File: config.mk
export PLATFORM = sky130hd
export DESIGN_NAME = flag_generator
export DESIGN_NICKNAME = d
export VERILOG_FILES = /design/src/rtl/flag_generator.sv
export SDC_FILE = /design/constraint.sdc
export NUM_CORES = 1
export LEC_CHECK = 0
export BUFFER_PORTS_ARGS = -buffer_cell sky130_fd_sc_hd__buf_2
export CAP_MARGIN = 0
export CELL_PAD_IN_SITES_DETAIL_PLACEMENT = 1
export CELL_PAD_IN_SITES_GLOBAL_PLACEMENT = 1
export CORE_ASPECT_RATIO = 1.75
export CORE_MARGIN = 1
export CORE_UTILIZATION = 40
export CTS_BUF_LIST = sky130_fd_sc_hd__clkbuf_8 sky130_fd_sc_hd__clkbuf_16
export CTS_CLUSTER_DIAMETER = 40
export CTS_CLUSTER_SIZE = 10
export DETAILED_ROUTE_END_ITERATION = 8
export PLACE_DENSITY = 0.89
export SKIP_LAST_GASP = 1
export SYNTH_ARGS = -nofsm -noshare
export SYNTH_HDL_FRONTEND = slang
export SYNTH_SLANG_ARGS = --single-unit
File: constraint.sdc
create_clock -name clk -period 5.1 [get_ports clk]
set_clock_uncertainty 0.2 [all_clocks]
set_input_delay 0.255 -clock clk [delete_from_list [all_inputs] [get_ports clk]]
set_output_delay 0.255 -clock clk [all_outputs]
set_load 0.02 [all_outputs]
File: src/rtl/flag_generator.sv
// flag_generator: byte-serial compare of two 32-bit operands.
// Computes diff = op_a - op_b as op_a + ~op_b + 1, one byte per cycle,
// LSB first. Branch flags are produced from the completed difference:
//   BEQ=zf  BNE=~zf  BLT=(sf!=vf)  BGE=(sf==vf)  BLTU=~cf  BGEU=cf
//
// Ports
//   clk          clock, all state on rising edge
//   rst_n        synchronous active-low reset
//   start        request a compare; sampled only in IDLE or DONE
//   op_a, op_b   minuend / subtrahend, latched when start is accepted
//   busy         high for the 4 byte-step cycles
//   flags_valid  one-cycle pulse when diff/zf/sf/vf/cf are updated
//   diff         op_a - op_b (mod 2^32), held until the next update
//   zf/sf/vf/cf  zero / sign / signed-overflow / carry (1 = a >= b unsigned)
module flag_generator (
  input  logic        clk,
  input  logic        rst_n,
  input  logic        start,
  input  logic [31:0] op_a,
  input  logic [31:0] op_b,
  output logic        busy,
  output logic        flags_valid,
  output logic [31:0] diff,
  output logic        zf,
  output logic        sf,
  output logic        vf,
  output logic        cf
);

  typedef enum logic [1:0] {IDLE, CALC, DONE} state_t;

  state_t      state_q, state_d;
  logic [31:0] a_q, b_q;
  logic [31:0] acc_q;     // partial difference, hidden until completion
  logic [1:0]  k_q;       // byte index
  logic        carry_q;

  logic [7:0]  a_byte, b_byte;
  logic [8:0]  sum9;
  logic [31:0] diff_full;
  logic        accept;

  // One byte step of a + ~b + carry.
  always_comb begin
    a_byte    = a_q[{k_q, 3'b000} +: 8];
    b_byte    = b_q[{k_q, 3'b000} +: 8];
    sum9      = {1'b0, a_byte} + {1'b0, ~b_byte} + {8'b0, carry_q};
    // Only meaningful on the k=3 step: top byte comes straight from sum9.
    diff_full = {sum9[7:0], acc_q[23:0]};
  end

  assign accept = start && ((state_q == IDLE) || (state_q == DONE));

  always_comb begin
    state_d = state_q;
    case (state_q)
      IDLE:    if (start) state_d = CALC;
      CALC:    if (k_q == 2'd3) state_d = DONE;
      DONE:    state_d = start ? CALC : IDLE;
      default: state_d = IDLE;
    endcase
  end

  always_ff @(posedge clk) begin
    if (!rst_n) begin
      state_q <= IDLE;
      a_q     <= '0;
      b_q     <= '0;
      acc_q   <= '0;
      k_q     <= '0;
      carry_q <= 1'b0;
      diff    <= '0;
      zf      <= 1'b0;
      sf      <= 1'b0;
      vf      <= 1'b0;
      cf      <= 1'b0;
    end else begin
      state_q <= state_d;
      if (accept) begin
        a_q     <= op_a;
        b_q     <= op_b;
        k_q     <= '0;
        carry_q <= 1'b1;  // +1 of the two's-complement negate
      end else if (state_q == CALC) begin
        acc_q[{k_q, 3'b000} +: 8] <= sum9[7:0];
        carry_q <= sum9[8];
        if (k_q == 2'd3) begin
          // Publish everything at once so partial bytes never leak out.
          diff <= diff_full;
          zf   <= (diff_full == 32'd0);
          sf   <= sum9[7];
          cf   <= sum9[8];
          vf   <= (a_q[31] != b_q[31]) && (sum9[7] != a_q[31]);
        end else begin
          k_q <= k_q + 2'd1;
        end
      end
    end
  end

  assign busy        = (state_q == CALC);
  assign flags_valid = (state_q == DONE);

endmodule

==> results.ini <==
[status]
run_status = complete, no violations

[cts]
ctsRootBufferMaster = clkbuf_16
clk_path_buf_depth = 2
cts_tree = yes
clk_pin_slew_worst_paths_ps = 50
cts_setup_buffers = 0
h-tree-depth = 4
clkSinkCount = 128
clk_latency_ps = 420
cts_buffers = 17

[sta]
worst_slew_pin_slew_ps = 1259
drv_slew = 0
finalSetupViolations = 0
whs_ps = 248.9
rsz0062_at_grt = false
layout_min_cycle_time_ps = 4090
fmax_mhz = 244.5
setup_tns_ps = 0
hold_viol_final = 0
post-route-period-util_pct = 80.19
slew_headroom_pct = 16.08

[pwr]
pwr-share-comb_pct = 13.3
p_int_mw = 2.003
power_density_mw_per_mm2 = 382.8
power_mw = 2.724
pwr-share-clk_pct = 47.0
p_seq_share_pct = 39.7
peakVddDrop_v = 0.0002367
power_switching_share_pct = 26.47
switching_power_uw = 721.0
p_leak_nw = 2.890

[global_routing]
grt_pass1_vias = 5695
grt_use_total_pct = 30.68
grt.overflow.total = 0
grt_start_max_net_pins = 72
antenna_found_initial = 0
grt_pass1_wl_um = 30480

[layout]
multi_input_area_mm2 = 0.002444
syn_to_final_growth_pct = 36.35
drive_gt1_share_pct = 20.79
antenna_cells = 0
utilization_pct = 56.62
seqCellArea_mm2 = 0.002562
fill_cells = 1503
nNetsFinal = 852
fin_area_mm2 = 0.007116

[setup_path]
critical_path_class = flip-flop to flip-flop
cp.arrival_ps = 4200
cp.required_ps = 5220
end_kind = flip-flop
cp_max_fo = 14
worstSetupStartpointType = flip-flop

[detailed_routing]
postRouteAntennaNets = 0
vias = 5131
wirelength_um = 19660
drt_iter0_markers = 237
wire_per_inst_um = 20.66
vias_per_cell = 5.390
drtPass1Iterations = 4
drc = 0

[placement]
numPortBuffers = 104
routabilityCongestion = 0.9103
dp_hpwl_um = 11120
place_area_mm2 = 0.005843

[logic_synthesis]
postSynthCellCount = 616
synth_seq_area_share_pct = 49.10
synth-warning-count = 0
synth_cell_type_count = 39
synthFlopType = dfxtp_1
synth_nets = 697
syn_area_mm2 = 0.005219
syn_avg_cell_area_um2 = 8.472
ys_ff_latch = 128
synth_async_sr_flop_share_pct = 0
synth-edff-count = 0

[die]
rows = 54
dieWidth_um = 88.35
design.core.area_mm2 = 0.01257
die_area_mm2 = 0.01353
start_util_pct = 41.53
num_io_pins = 105
die_h_um = 153.1

[hold_path]
hp-class = flip-flop to flip-flop

[flow_run]
max_cap_violations = 0

## power by group through the flow
stage                     clock (mW)  sequential, mW  combinational (mW)
after global placement             0            1.09               0.288
after detailed placement           0            1.10               0.302
after global routing            1.33            1.08               0.390
final                           1.28            1.08               0.363
after floorplan                    0            1.08               0.208
after CTS                       1.27            1.08               0.346
## Yosys cell counts, types with 2 or more instances
cell type,n,share of area [%]
nor2_1,42,3.0
o21bai_1,2,0.29
inv_1,15,1.1
dfxtp_1,128,49
nor4_1,8,0.96
nand2_1,191,14
nand3_1,2,0.19
nor3_1,2,0.19
xnor2_1,4,0.67
buf_1,5,0.36
clkbuf_1,32,2.3
a22oi_1,24,3.5
mux4_2,16,6.9
xor2_1,3,0.50
nor2b_1,3,0.36
a211oi_1,2,0.29
o21ai_0,2,0.19
ha_1,12,2.9
o31ai_1,2,0.29
fa_1,2,0.77
or3_1,2,0.24
or4_1,2,0.29
a21oi_1,99,9.5
## what timing repair did
item / in CTS / in global routing
hold buffers: 64 / 1
hold endpoints to repair: 66 / 1
endpoints found under the setup margin: 0 / 0
gates resized for setup: 0 / 0
## final cells by class
type	instances	area share [%]
Timing Repair Buffer	176	17.16
Clock buffer	21	6.752
Inverter	16	0.8616
Multi-Input combinational cell	432	34.34
Sequential cell	128	36.01
Tap cell	168	2.954
Clock inverter	11	1.917
## state kept, by name, indices dropped and copies added (netlist names)
register  count
a_q          32
b_q          32
diff         32
acc_q        24
k_q           2
state_q       2
carry_q       1
cf            1
vf            1
zf            1
## cells by family (layout without fill, tap and decap cells)
kind of cell | Yosys count | after routing | share of synthesized area [%]
buf+inv | 56 | 224 | 4.267
xor+xnor | 7 | 7 | 1.175
compound gates | 134 | 134 | 14.41
mux | 17 | 17 | 7.097
flops | 128 | 128 | 49.10
simple gates | 260 | 260 | 20.31
fa+ha+maj | 14 | 14 | 3.644
## through the flow
stage | setup slack (ps) | cells
2_1_floorplan | 865.5 | 616
3_3_place_gp | 1187 | 854
6_report | 1010 | 952
5_1_grt | 806.5 | 952
4_1_cts | 1060 | 950
3_5_place_dp | 1085 | 854
## worst paths after layout
| check | startpoint | endpoint | slack [ps] | depth (start not counted) |
|---|---|---|---|---|
| min reg2reg | diff[17]$_SDFFE_PN0P_ | diff[17]$_SDFFE_PN0P_ | 250 | 2 |
| max | k_q[0]$_SDFFE_PP0P_ | zf$_SDFFE_PN0P_ | 1010 | 10 |
| max reg2reg | k_q[0]$_SDFFE_PP0P_ | zf$_SDFFE_PN0P_ | 1010 | 10 |
| min | diff[17]$_SDFFE_PN0P_ | diff[17]$_SDFFE_PN0P_ | 250 | 2 |
## placed cells by master, fill, tap and decap left out, types with 3 or more instances in the layout
cell type	count
dlygate4sd3_1	65
mux4_2	16
nor2_1	42
xor2_1	3
clkinv_2	5
dfxtp_1	128
a22oi_1	24
bufinv_16	3
clkbuf_16	17
nand2_1	191
nor4_1	8
clkbuf_8	4
ha_1	12
buf_4	6
a21oi_1	99
xnor2_1	4
inv_1	16
buf_2	104
clkinvlp_4	3
## worst max-delay path, stage by stage (launching register included)
cell	delay [ps]
dfxtp_1	540
buf_4	360
mux4_2	570
inv_1	130
fa_1	510
nor4_1	230
nand3_1	110
or4_1	470
or3_1	300
or4_1	400
a21oi_1	160
## routing by layer
metal | GRT usage, % | wire [µm] | up-vias
li1 | - | - | 2386
met5 | 0 | 0 | -
met4 | 22.04 | 1445 | 0
met1 | 30.30 | 6899 | 2446
met2 | 54.32 | 10560 | 208
met3 | 6.695 | 761 | 91
(Power assumes the default switching activity.)
